`src/rtl/vga_pkg.sv`:
```
// vga_pkg: VGA mode constants, sync polarity and monitor state encoding shared by generator and monitor.
package vga_pkg;
   localparam int VGA_H_SYNC = 96;
   localparam int VGA_H_BP = 48;
   localparam int VGA_H_ACTIVE = 640;
   localparam int VGA_H_TOTAL = 800;
   localparam int VGA_V_SYNC = 2;
   localparam int VGA_V_BP = 33;
   localparam int VGA_V_ACTIVE = 480;
   localparam int VGA_V_TOTAL = 525;
   localparam int VGA_CW = 11;
   localparam logic VGA_SYNC_POL = 1'b0;
   typedef enum logic [1:0] {HUNT = 2'd0, SYNC = 2'd1, LOCKED = 2'd2} vga_state_t;
   function automatic logic in_win(input int v, input int lo, input int len);
      return v >= lo && v < lo + len;
   endfunction
endpackage

```
`src/rtl/vga_sync_meter.sv`:
```
// vga_sync_meter: edge detect, position counter and period/width measurement for one sync signal.
module vga_sync_meter #(
   parameter int PERIOD = 800,
   parameter int WIDTH = 96,
   parameter int CW = 11,
   parameter logic POL = 1'b0
) (
   input  logic          clk,
   input  logic          rst,
   input  logic          tick,
   input  logic          pulse,
   input  logic          inc,
   output logic          sync_edge,
   output logic          sync_fall,
   output logic [CW-1:0] cnt,
   output logic          period_ok,
   output logic          width_ok
);
   logic act, prev;
   logic [CW-1:0] cnt_q, wid;
   assign act = pulse == POL;
   assign sync_edge = tick & act & ~prev;
   assign sync_fall = tick & ~act & prev;
   // cnt is the position of the current tick, so callers see the updated value combinationally
   assign cnt = sync_edge ? '0 : (inc && cnt_q != '1) ? cnt_q + 1'b1 : cnt_q;
   assign period_ok = int'(cnt_q) + 1 == PERIOD;
   assign width_ok = int'(wid) == WIDTH;
   always_ff @(posedge clk or posedge rst)
      if (rst) begin
         prev <= 1'b0;
         cnt_q <= '0;
         wid <= '0;
      end else if (tick) begin
         prev <= act;
         cnt_q <= cnt;
         wid <= sync_edge ? CW'(1) : (act && inc && wid != '1) ? wid + 1'b1 : wid;
      end
endmodule

```
`src/rtl/vga_sync_monitor.sv`:
```
// vga_sync_monitor: loopback checker for VGA timing; reports lock, sticky timing errors,
// per-frame pixel checksum and locked frame count.
module vga_sync_monitor import vga_pkg::*; #(
   parameter int H_SYNC = VGA_H_SYNC,
   parameter int H_BP = VGA_H_BP,
   parameter int H_ACTIVE = VGA_H_ACTIVE,
   parameter int H_TOTAL = VGA_H_TOTAL,
   parameter int V_SYNC = VGA_V_SYNC,
   parameter int V_BP = VGA_V_BP,
   parameter int V_ACTIVE = VGA_V_ACTIVE,
   parameter int V_TOTAL = VGA_V_TOTAL,
   parameter logic SYNC_POL = VGA_SYNC_POL,
   parameter int CW = VGA_CW
) (
   input  logic        clk,
   input  logic        rst,
   input  logic        pix_en,
   input  logic        hsync,
   input  logic        vsync,
   input  logic [3:0]  rdata,
   input  logic [3:0]  gdata,
   input  logic [3:0]  bdata,
   input  logic        clr_err,
   output logic        locked,
   output logic        frame_done,
   output logic [23:0] frame_sum,
   output logic [15:0] frame_cnt,
   output logic        err_hper,
   output logic        err_hsw,
   output logic        err_vper,
   output logic        err_vsw
);
   logic h_edge, h_fall, h_per_ok, h_w_ok, v_edge, v_fall, v_per_ok, v_w_ok;
   logic [CW-1:0] h_cnt, v_cnt;
   vga_sync_meter #(.PERIOD(H_TOTAL), .WIDTH(H_SYNC), .CW(CW), .POL(SYNC_POL)) u_h (
      .clk(clk), .rst(rst), .tick(pix_en), .pulse(hsync), .inc(pix_en),
      .sync_edge(h_edge), .sync_fall(h_fall), .cnt(h_cnt), .period_ok(h_per_ok), .width_ok(h_w_ok)
   );
   vga_sync_meter #(.PERIOD(V_TOTAL), .WIDTH(V_SYNC), .CW(CW), .POL(SYNC_POL)) u_v (
      .clk(clk), .rst(rst), .tick(pix_en), .pulse(vsync), .inc(h_edge),
      .sync_edge(v_edge), .sync_fall(v_fall), .cnt(v_cnt), .period_ok(v_per_ok), .width_ok(v_w_ok)
   );
   vga_state_t state, state_nxt;
   logic h_chk, bad, chk, e_hper, e_hsw, e_vper, e_vsw, any_err, active, done, lk;
   logic [23:0] acc;
   assign chk = state != HUNT;
   assign lk = state == LOCKED;
   assign locked = lk;
   // h_chk skips the first, possibly partial, line after leaving HUNT
   assign e_hper = chk & h_chk & h_edge & ~h_per_ok;
   assign e_hsw = chk & h_fall & ~h_w_ok;
   assign e_vper = chk & v_edge & ~v_per_ok;
   assign e_vsw = chk & v_fall & ~v_w_ok;
   assign any_err = e_hper | e_hsw | e_vper | e_vsw;
   assign active = pix_en && in_win(int'(h_cnt), H_SYNC + H_BP, H_ACTIVE)
                          && in_win(int'(v_cnt), V_SYNC + V_BP, V_ACTIVE);
   always_comb begin
      state_nxt = state;
      done = 1'b0;
      if (state == HUNT) state_nxt = v_edge ? SYNC : HUNT;
      else if (state == SYNC) state_nxt = (v_edge && !bad && !any_err) ? LOCKED : SYNC;
      else begin
         state_nxt = any_err ? HUNT : LOCKED;
         done = v_edge && !any_err;
      end
   end
   always_ff @(posedge clk or posedge rst)
      if (rst) begin
         state <= HUNT;
         h_chk <= 1'b0;
         bad <= 1'b0;
         acc <= '0;
         frame_done <= 1'b0;
         frame_sum <= '0;
         frame_cnt <= '0;
         err_hper <= 1'b0;
         err_hsw <= 1'b0;
         err_vper <= 1'b0;
         err_vsw <= 1'b0;
      end else begin
         state <= state_nxt;
         h_chk <= state == HUNT ? 1'b0 : h_edge ? 1'b1 : h_chk;
         bad <= (state != SYNC || v_edge) ? 1'b0 : bad | any_err;
         acc <= (state == HUNT || v_edge) ? '0 : active ? acc + {12'd0, rdata, gdata, bdata} : acc;
         frame_done <= done;
         frame_sum <= done ? acc : frame_sum;
         frame_cnt <= done ? frame_cnt + 1'b1 : frame_cnt;
         err_hper <= (err_hper & ~clr_err) | (lk & e_hper);
         err_hsw <= (err_hsw & ~clr_err) | (lk & e_hsw);
         err_vper <= (err_vper & ~clr_err) | (lk & e_vper);
         err_vsw <= (err_vsw & ~clr_err) | (lk & e_vsw);
      end
endmodule

```
`config.mk`:
```
export PLATFORM = sky130hd
export DESIGN_NAME = vga_sync_monitor
export DESIGN_NICKNAME = d
export VERILOG_FILES = /design/src/rtl/vga_pkg.sv /design/src/rtl/vga_sync_meter.sv /design/src/rtl/vga_sync_monitor.sv
export SDC_FILE = /design/constraint.sdc
export NUM_CORES = 1
export LEC_CHECK = 0
export BUFFER_PORTS_ARGS = -buffer_cell sky130_fd_sc_hd__buf_4
export CORE_MARGIN = 10
export CORE_UTILIZATION = 40
export DETAILED_ROUTE_END_ITERATION = 10
export GPL_TIMING_DRIVEN = 1
export PLACE_DENSITY = 0.71
export SYNTH_ARGS = -nofsm -noshare
export SYNTH_HDL_FRONTEND = slang
export SYNTH_HIERARCHICAL = 1
export SYNTH_SLANG_ARGS = --single-unit
```
`constraint.sdc`:
```
create_clock -name clk -period 3.6 [get_ports clk]
set_input_delay 0.72 -clock clk [delete_from_list [all_inputs] [get_ports clk]]
set_output_delay 0.72 -clock clk [all_outputs]
set_load 0.01 [all_outputs]
```
[After elaboration in Yosys (flattened, before gate mapping)]
Cells that the tools add are included.
Widths: inputs -> output; s select.
Storage, ports and cells
  register bits: 119
  input port bits: 18
  word-level logic and storage cells: 127
Operators by class
  $add $sub $neg: 8
  $lt $le $gt $ge: 4
  eq/ne operators: 11
  mux-type cells: 20
  bitwise operators: 42
  reductions and logical operators: 25
Operators with widths (number)
  $mux 11: 8
  $eq 32x11->1 const B: 2
  $mux 24: 2
  $add 11x1->11 const B: 4
  $ne 11x11->1 const B: 4
  $and 1x1->1: 25
  $add 11x1->12 const B: 2
  $add 24x12->24: 1
  $lt 11x10->1 const B: 2
  $add 16x1->16 const B: 1
  $logic_and 1x1->1: 13
  $eq 11x3->1 const B: 1
  $eq 11x8->1 const B: 1
  $ge 11x6->1 const B: 1
  $ge 11x8->1 const B: 1
  $reduce_bool 2->1: 5
  $not 1->1: 9
  $mux 2: 4
  $or 1x1->1: 8
  $mux 1: 6
  $reduce_and 2->1: 2
  $eq 2x1->1 const B: 1
  $eq 2x2->1 const B: 1
  $logic_not 1->1: 2
  3 further kinds: 4

[Logic depth before layout (Yosys ltp)]
Gate-level depths: netlist (run 1).
  depth in word-level cells: 13
  gate-level depth with buffers: 17
  depth with buffers taken out: 12

[Hierarchy]
The synthesis (run 1) kept the hierarchy.
Modules (own cells, without submodules)
  vga_sync_monitor: times used 1, cells each 400, area an instance 3717.3 um2, seq. area each 1826.8 um2
  vga_sync_meter at u_v: times used 1, cells each 204, area an instance 1778.0 um2, seq. area each 575.6 um2
  vga_sync_meter at u_h: times used 1, cells each 191, area an instance 1656.6 um2, seq. area each 575.6 um2

[Worst setup path before layout (run 1)]
No wires, ideal clock.
  path kind: input port to flip-flop
  start point: input port hsync
  end point: register acc[20]
  data arrival time: 4.020 ns
  data required time: 3.480 ns
  setup slack: -0.540 ns
  stages on the path: 15
  cells stage by stage: or3b_1 > buf_2 > inv_4 > buf_2 > buf_2 > nand4_1 > a211oi_2 > xnor2_1 > nor2_1 > or3_1 > or4_4 > o21a_1 > nor4_4 > a21oi_1 > a31o_2
Between the ends
  longest elaborated chain between the ends: 10
Ends and longest elaborated chain
  start: declaration: line vga_sync_monitor.sv:18  | input logic hsync,
  $not 1->1 *: line vga_sync_meter.sv:21  | assign act = pulse == POL;
  $and 1x1->1 * (2 in series): line vga_sync_meter.sv:22  | assign sync_edge = tick & act & ~prev;
  net h_edge: line vga_sync_monitor.sv:33  | logic h_edge, h_fall, h_per_ok, h_w_ok, v_edge, v_fall, v_per_ok, v_w_ok;
  $logic_and 1x1->1 *: line vga_sync_meter.sv:25  | assign cnt = sync_edge ? '0 : (inc && cnt_q != '1) ? cnt_q + 1'b1 : cnt_q;
  $mux 11 * (2 in series): line vga_sync_meter.sv:25
  net v_cnt[7]: line vga_sync_monitor.sv:34  | logic [CW-1:0] h_cnt, v_cnt;
  $ge 11x6->1 or $lt 11x10->1 (tied branches): line vga_pkg.sv:15  | return v >= lo && v < lo + len;
  $logic_and 1x1->1 *: line vga_pkg.sv:15
  $logic_and 1x1->1 *: line vga_sync_monitor.sv:56  | && in_win(int'(v_cnt), V_SYNC + V_BP, V_ACTIVE);
  $reduce_bool 2->1 (no source line) *
  end signal: assignment: line vga_sync_monitor.sv:84  | acc <= (state == HUNT || v_edge) ? '0 : active ? acc + {12'd0, rdata, gdata, bdata} : acc;
  end: declaration: line vga_sync_monitor.sv:45  | logic [23:0] acc;
The timed path passes the listed nets; every way through them passes the cells marked *.
A chain may end at the register's enable or synchronous reset.

[Final worst setup path (run 1)]
  start point: register u_v.cnt_q[0]
  end point: register acc[16]
Between the ends
  longest elaborated chain between the ends: 8
Ends and longest elaborated chain
  start: declaration: line vga_sync_meter.sv:20  | logic [CW-1:0] cnt_q, wid;
  start signal: assignment: line vga_sync_meter.sv:35  | cnt_q <= cnt;
  branches (longest 2 deep; another with $add 11x1->11)
  $mux 11 * (2 in series): line vga_sync_meter.sv:25
  net v_cnt[1]: line vga_sync_monitor.sv:34
  $ge 11x6->1 or $lt 11x10->1 (tied branches): line vga_pkg.sv:15
  $logic_and 1x1->1 *: line vga_pkg.sv:15
  $logic_and 1x1->1 *: line vga_sync_monitor.sv:56
  $reduce_bool 2->1 (no source line) *
Mark *: on every way through the listed nets, which the timed path passes.

==> results of run 1 <==
==> registers in the layout (all words and copies together) (netlist names) <==
register,cells
acc,24
u_h/cnt_q,11
u_v/prev,1
err_vsw,1
h_chk,1
bad,1
err_hsw,1
err_vper,1
frame_sum,24
u_v/wid,11
u_v/cnt_q,11
frame_done,1
state,2
err_hper,1
frame_cnt,16
u_h/prev,1
u_h/wid,11
==> per-layer routing <==
metal | vias to the layer above | part of all wire | GRT usage | wire [um]
met2 | 164 | 0.48 | 0.242 | 8260
li1 | 3054 | - | - | -
met1 | 3003 | 0.46 | 0.190 | 7960
met4 | 0 | 0.017 | 0.0536 | 288
met3 | 28 | 0.050 | 0.0328 | 869
met5 | - | 0 | 0 | 0
==> metrics by stage <==
step                      instances  setup TNS, ps  setup slack [ps]  instance area, sq um
after floorplan                 786          -1400              -251                  7140
after global placement         1078          -59.6             -57.2                  8030
after detailed placement       1078           -620              -147                  8030
after CTS                      1110              0               205                  8600
after global routing           1113              0              14.1                  8620
final                          1113              0               219                  8620
==> worst max-delay path by stage <==
stage / startpoint / end / cells after the start
finish: u_v/cnt_q[0] / acc[16] / 12
global route: u_v/cnt_q[0] / acc[16] / 12
CTS: u_h/cnt_q[0] / acc[20] / 11
detailed placement: hsync / acc[16] / 13
global placement: hsync / acc[16] / 13
floorplan: hsync / acc[16] / 15
==> layout make-up <==
type	instances	area share
clock buffer	17	0.0494
clock inverter	15	0.0168
inverter	26	0.0116
multi-input combinational	600	0.444
sequential	119	0.345
tap	225	0.0327
timing repair buffer	111	0.0996
==> power by group through the flow <==
stage          sequential, mW  clock, mW  combinational (mW)
2_1_floorplan            1.47          0               0.380
3_3_place_gp             1.50          0               0.499
3_5_place_dp             1.50          0               0.506
4_1_cts                  1.48       1.66               0.507
5_1_grt                  1.49       1.73               0.568
6_report                 1.48       1.63               0.507
==> critical path: cells and delay by family (launching register included) <==
kind	cells	cell delay, ps
AO/OA/AOI/OAI	5	1230
AND/OR/NAND/NOR	4	1130
flip-flops	1	340
buffers and inverters	2	330
adder cells (fa/ha/maj)	1	270
==> flow_metrics.tcl, run 1 <==
set metrics [dict create \
    cts_buffer_depth 2 \
    yosysWarnings 6 \
    worst_skew_pair.late_latency_ps 420 \
    fmax_mhz 296 \
    antenna_found_initial 0 \
    area_growth_pct 21.4 \
    reg2regPathDepth 12 \
    fin_hold_ws_ps 240 \
    ant_nets 0 \
    postCtsSetupBuffers 0 \
    status "completed" \
    rows 48 \
    slew_headroom 0.359 \
    skew_ps 9.51 \
    ios 64 \
    grt_pass1_vias 6111 \
    peakVddDrop_v 0.000340 \
    htreeDepth 4 \
    swShare 0.293 \
    leakage_nw 3.99 \
    cts_tree "done" \
    path_common_cell "a21oi_1" \
    pwr-share-clk 0.451 \
    initial_core_util 0.409 \
    period_minus_slack_ps 3380 \
    synth_cells 786 \
    min_path_type "in -> async" \
    via_per_inst 5.61 \
    fillerInstances 1589 \
    maxCapViolations 0 \
    crit_chain "ha_1, inv_1, o41a_1, buf_4, nand2_1, a21oi_1, a2111o_1, or4_4, o21ai_4, nand3_4, or4_1, a21oi_1" \
    finalCritPeriodShare 0.939 \
    grt_max_degree 66 \
    hold_violations 0 \
    worstPathMaxFanout 6 \
    syn_avg_cell_area_sq_um 9.03 \
    p_per_area_nw_per_um2 419 \
    grt_pass1_wl_mm 29.8 \
    r2r-end "acc[16]" \
    postSynthNetCount 825 \
    cp_data_required_time_ps 3940 \
    first_pass_iters 5 \
    multi_input_area_sq_um 3830 \
    setup_viol 0 \
    switchingPower_mw 1.06 \
    hold_buffers 0 \
    path_class "reg -> reg" \
    netlist_area_sq_um 7100 \
    cp_slowest_stage_delay_ps 500 \
    final_nets 914 \
    intPower_mw 2.56 \
    grtUsageTotal 0.149 \
    final_cell_mix "146 x nand2_1, 119 x dfrtp_1, 109 x buf_4" \
    vias 6249 \
    routed_wl_mm 17.4 \
    fp.dieH_um 153 \
    dpl.hpwl_mm 12.6 \
    die_w_um 153 \
    seqCellArea_sq_um 2980 \
    layout_commonest_cell "nand2_1" \
    drc 0 \
    cts-resized-gates 0 \
    power_frac_seq 0.409 \
    wl_per_cell_um 15.6 \
    dieArea_sq_um 23500 \
    drive_gt1_frac 0.216 \
    portBuffers 63 \
    utilization 0.497 \
    cts_sinks 119 \
    rsz0062_at_grt "no" \
    slew_violations 0 \
    cp-start-kind "flop" \
    coreArea_sq_um 17400 \
    power_mw 3.61 \
    grt_overflow 0 \
    place.gp.congestion 0.877 \
    reg2reg_from "u_v/cnt_q[0]" \
    cp.arrival_ps 3720 \
    cts_buffers 17 \
    critPathSlowestCell "or4_1" \
    regToRegSetupSlack_ps 220 \
    cts-root-buf "clkbuf_16" \
    drt_first_iter_violations 414 \
    combPwrFrac 0.140 \
    endpoint_kind "flop" \
    clk_pin_slew_worst_paths_ps 60 \
    diodes 0 \
    worst_pin_slew_ps 960 \
]
(Power assumes the default switching activity.)
==> inputs of run 2 (changes only) <==
Settings changed: ABC_AREA from default to 1, PLACE_DENSITY 0.71 to 0.61, TNS_END_PERCENT from default to 10.
==> run 2 against run 1 <==
  * Cell area grew 6.5%
  * Final cell count grew 31%
  * Total power up 32%
  * Global-route usage grew 0.36 points
  * Non-clock buffer count is 33 lower
  * Sequential share of layout area down 2.1 points
==> flow_metrics.tcl, run 2 <==
set metrics [dict create \
    path_class "reg -> reg" \
    top_regs "acc x24, frame_sum x24, frame_cnt x16" \
    maxCapViolations 0 \
    antenna_found_initial 0 \
    cts_buffer_depth 2 \
    skew_ps 12.5 \
    htreeDepth 4 \
    min_path_type "reg -> reg" \
    routed_wl_mm 19.1 \
    fin_setup_tns_ps 0 \
    p_per_area_nw_per_um2 521 \
    grt_max_degree 49 \
    peakVddDrop_v 0.000331 \
    grt_pass1_wl_mm 32.7 \
    leakage_nw 4.76 \
    cts_buffers 17 \
    fp.dieH_um 159 \
    slew_violations 0 \
    status "completed" \
    portBuffers 63 \
    die_w_um 159 \
    final_cell_mix "386 x nand2_1, 149 x inv_1, 119 x dfrtp_1" \
    finalCritPeriodShare 0.799 \
    postSynthNetCount 1152 \
    whs_path_depth 2 \
    clk_pin_slew_worst_paths_ps 60 \
    layout_commonest_cell "nand2_1" \
    dieArea_sq_um 25400 \
    drive_gt1_frac 0.132 \
    grtUsageTotal 0.153 \
    ant_nets 0 \
    ios 64 \
    diodes 0 \
    worstPathMaxFanout 17 \
    vias 6973 \
    reg2regPathDepth 16 \
    cp_data_required_time_ps 3880 \
    cts_sinks 119 \
    worst_skew_pair.late_latency_ps 410 \
    wl_per_cell_um 13.0 \
    syn_avg_cell_area_sq_um 6.97 \
    initial_core_util 0.411 \
    drc 0 \
    hold_start "frame_sum[3]" \
    cts-resized-gates 0 \
    whs_endpoint "frame_sum[3]" \
    yosysWarnings 6 \
    grt_overflow 0 \
    regToRegSetupSlack_ps 720 \
    dpl.hpwl_mm 14.4 \
    hold_violations 0 \
    cp.arrival_ps 3150 \
    drt_first_iter_violations 314 \
    coreArea_sq_um 18900 \
    hold_buffers 0 \
    endpoint_kind "flop" \
    rsz0062_at_grt "no" \
    area_growth_pct 18.3 \
    grt_pass1_vias 6632 \
    period_minus_slack_ps 2880 \
    postCtsSetupBuffers 0 \
    via_per_inst 4.77 \
    utilization 0.486 \
    cts-root-buf "clkbuf_16" \
    worst_pin_slew_ps 982 \
    reg2reg_from "u_v/cnt_q[0]" \
    fmax_mhz 348 \
    first_pass_iters 5 \
    rows 50 \
    slew_headroom 0.344 \
    synth_cells 1113 \
    setup_viol 0 \
    final_nets 1229 \
    place.gp.congestion 0.858 \
    cts_tree "done" \
    r2r-end "frame_cnt[6]" \
    cp-start-kind "flop" \
    netlist_area_sq_um 7760 \
]
==> run 2: changes by cell type in the layout (fill, tap and decap cells not counted), moves of 14 or more <==
cell     previous run  this run
or4_1              18         0
nand2_1           146       386
buf_4             109        78
inv_1              23       149
o31ai_1            14         0
xnor2_1            27        13
nor2_1             46       103
a21oi_1            48        15
o21ai_0            21        47
nand3_1            37        71
nand4_1            15        35
==> run 2: report_power, final <==
part / total (mW) / internal, mW / switching (mW)
clock: 1.80 / 1.20 / 0.597
combinational: 1.27 / 0.490 / 0.778
sequential: 1.72 / 1.53 / 0.182
==> run 2: worst max-delay path by stage <==
stage	endpoint	slack (ps)	start	cells past startpoint
after global routing	acc[10]	320	u_h/cnt_q[0]	17
after floorplan	acc[5]	740	hsync	15
after global placement	acc[10]	440	pix_en	15
after detailed placement	acc[10]	390	pix_en	15
after CTS	acc[10]	680	u_h/cnt_q[0]	17
final	frame_cnt[6]	720	u_v/cnt_q[0]	16
==> run 2: layer usage <==
layer | vias to the layer above | global-route usage | part of all wire
met5 | - | 0 | 0
met2 | 151 | 0.235 | 0.44
met4 | 0 | 0.0392 | 0.0074
met1 | 3136 | 0.210 | 0.51
met3 | 11 | 0.0369 | 0.043
li1 | 3675 | - | -
==> run 2: per-stage QoR <==
| stage | total power, mW | hold slack (ps) | cell area [sq um] | setup slack [ps] | std cells |
|---|---|---|---|---|---|
| after floorplan | 2.58 | 468 | 7760 | 744 | 1113 |
| after global placement | 3.01 | 468 | 8560 | 440 | 1431 |
| after detailed placement | 3.02 | 474 | 8560 | 386 | 1431 |
| after CTS | 4.84 | 488 | 9180 | 685 | 1462 |
| after global routing | 5.12 | 508 | 9180 | 320 | 1462 |
| final | 4.79 | 482 | 9180 | 724 | 1462 |
==> run 2: critical path, stage by stage (launching register included) <==
cell	delay [ps]
dfrtp_1	410
ha_1	220
nand2_2	100
nor2_2	220
inv_1	80
nand2_1	60
nand2_1	50
nor2_1	120
nand3_1	90
nor2_1	200
nor2_1	80
nand2_1	110
nand2_2	80
nor2_4	160
nand3_4	250
inv_2	340
o21ai_0	150
==> run 2: area by class of cell <==
class,instances,area (sq um)
fillers,1909,9710
multi-input cells,815,4070
flip-flops and latches,119,2980
inverters,159,603
repair buffers,78,586
clock buffers,22,474
well taps,260,325
clock inverters,9,148
==> inputs of run 3 (changes only) <==
Settings changed: ABC_AREA 1 to 0, PLACE_DENSITY 0.61 to 0.59.
Clock period 3.6 ns to 2.9 ns, I/O delays scaled along.
==> run 3 against run 2 <==
  * The run now ends with negative setup slack left
  * Combinational power down 39%
  * Largest cell class unchanged
  * Global-route usage up 1.4 points
  * Largest power group unchanged
  * Total power down 1.0%
==> flow_metrics.tcl, run 3 (synthesis results as in run 1) <==
set metrics [dict create \
    rsz0062_at_grt "yes" \
    finalCritPeriodShare 1.12 \
    path_class "reg -> reg" \
    die_w_um 153 \
    area_growth_pct 32.7 \
    cts-root-buf "clkbuf_16" \
    hold_violations 0 \
    dieArea_sq_um 23500 \
    fp.dieH_um 153 \
    initial_core_util 0.409 \
    skew_ps 9.54 \
    first_pass_iters 5 \
    maxCapViolations 0 \
    cts_buffers 17 \
    drt_first_iter_violations 488 \
    cp-start-kind "flop" \
    via_per_inst 5.56 \
    routed_wl_mm 19.6 \
    setup_viol 24 \
    ios 64 \
    hold_buffers 0 \
    min_path_type "in -> async" \
    grt_max_degree 56 \
    p_per_area_nw_per_um2 503 \
    final_nets 991 \
    cts_tree "done" \
    diodes 0 \
    violations "negative setup slack" \
    portBuffers 63 \
    slew_violations 0 \
    power_mw 4.74 \
    status "finished, violations left" \
    ant_nets 0 \
    leakage_nw 4.44 \
    endpoint_kind "flop" \
    cp_data_required_time_ps 3250 \
    grt_pass1_vias 6522 \
    drive_gt1_frac 0.307 \
    layout_commonest_cell "buf_4" \
    wl_per_cell_um 16.5 \
    final_cell_mix "178 x buf_4, 143 x nand2_1, 118 x dfrtp_1" \
    worst_skew_pair.late_latency_ps 430 \
    worstPathMaxFanout 5 \
    peakVddDrop_v 0.000431 \
    utilization 0.543 \
    drc 0 \
    fin_ws_ps -358 \
    cp.arrival_ps 3610 \
    htreeDepth 4 \
    coreArea_sq_um 17400 \
    top_regs "acc x24, frame_sum x24, frame_cnt x16" \
    place.gp.congestion 0.922 \
    period_minus_slack_ps 3260 \
    worst_pin_slew_ps 1220 \
    slew_headroom 0.178 \
    antenna_found_initial 0 \
    grtUsageTotal 0.167 \
    fmax_mhz 307 \
    cts_buffer_depth 2 \
    grt_overflow 0 \
    cts_sinks 119 \
    vias 6613 \
    clk_pin_slew_worst_paths_ps 60 \
    rows 48 \
    dpl.hpwl_mm 14.1 \
    grt_pass1_wl_mm 32.9 \
]
run 3: worst max-delay path: stages, from the launching register on:
cell	delay, ps
dfrtp_1	370
or3b_4	410
inv_4	90
buf_6	100
buf_6	100
o41ai_4	90
o211ai_1	220
nand2_1	80
a2111o_1	420
or4_4	460
o21ai_4	100
nand3_4	100
or4_1	510
a21oi_2	130
run 3: report_power, final:
part	internal, mW	switching, mW	total (mW)
combinational	0.327	0.453	0.780
sequential	1.74	0.0826	1.82
clock	1.32	0.819	2.14
run 3: what timing repair did:
item / 4_1_cts / 5_1_grt
resized for setup: 27 / 19
setup buffers: 12 / 2
pin swaps: 33 / 10
cloned: 0 / 0
setup endpoints to repair: 65 / 64
run 3: per-stage QoR:
| step | cell area, sq um | cells | hold slack (ps) | worst slack [ps] | TNS, ps |
|---|---|---|---|---|---|
| 2_1_floorplan | 7130 | 786 | 461 | -813 | -16110 |
| 3_3_place_gp | 8530 | 1144 | 462 | -653 | -20720 |
| 3_5_place_dp | 8530 | 1144 | 464 | -685 | -23980 |
| 4_1_cts | 9320 | 1188 | 180 | -330 | -5550 |
| 5_1_grt | 9420 | 1190 | 203 | -477 | -8260 |
| 6_report | 9420 | 1190 | 182 | -358 | -4910 |
run 3: final cells by class:
| type | instances | area, sq um |
|---|---|---|
| fill | 1581 | 7940 |
| multi-input combinational | 600 | 3980 |
| sequential | 119 | 2980 |
| timing repair buffer | 188 | 1480 |
| clock buffer | 19 | 453 |
| tap | 225 | 282 |
| clock inverter | 13 | 144 |
| inverter | 26 | 104 |
run 3: final timing paths:
check | endpoint | startpoint | cells past startpoint | slack [ps]
worst max-delay path | acc[16] | u_h/prev | 13 | -360
worst min-delay path | state[0] | rst | 2 | 180
worst max register to register | acc[16] | u_h/prev | 13 | -360
worst min register to register | frame_sum[0] | frame_sum[0] | 2 | 470
max in group asynchronous | u_h/wid[8] | rst | 2 | 1960
min in group clk | err_hper | clr_err | 2 | 370
run 3: per-layer routing:
metal  routed length (um)  global-route usage  vias up  part of all wire
met5                    0                   0        -                 0
met4                  209              0.0559        0             0.011
met3                  847              0.0396       20             0.043
met2                 9470               0.267      152              0.48
met1                 9070               0.216     3239              0.46
li1                     -                   -     3202                 -
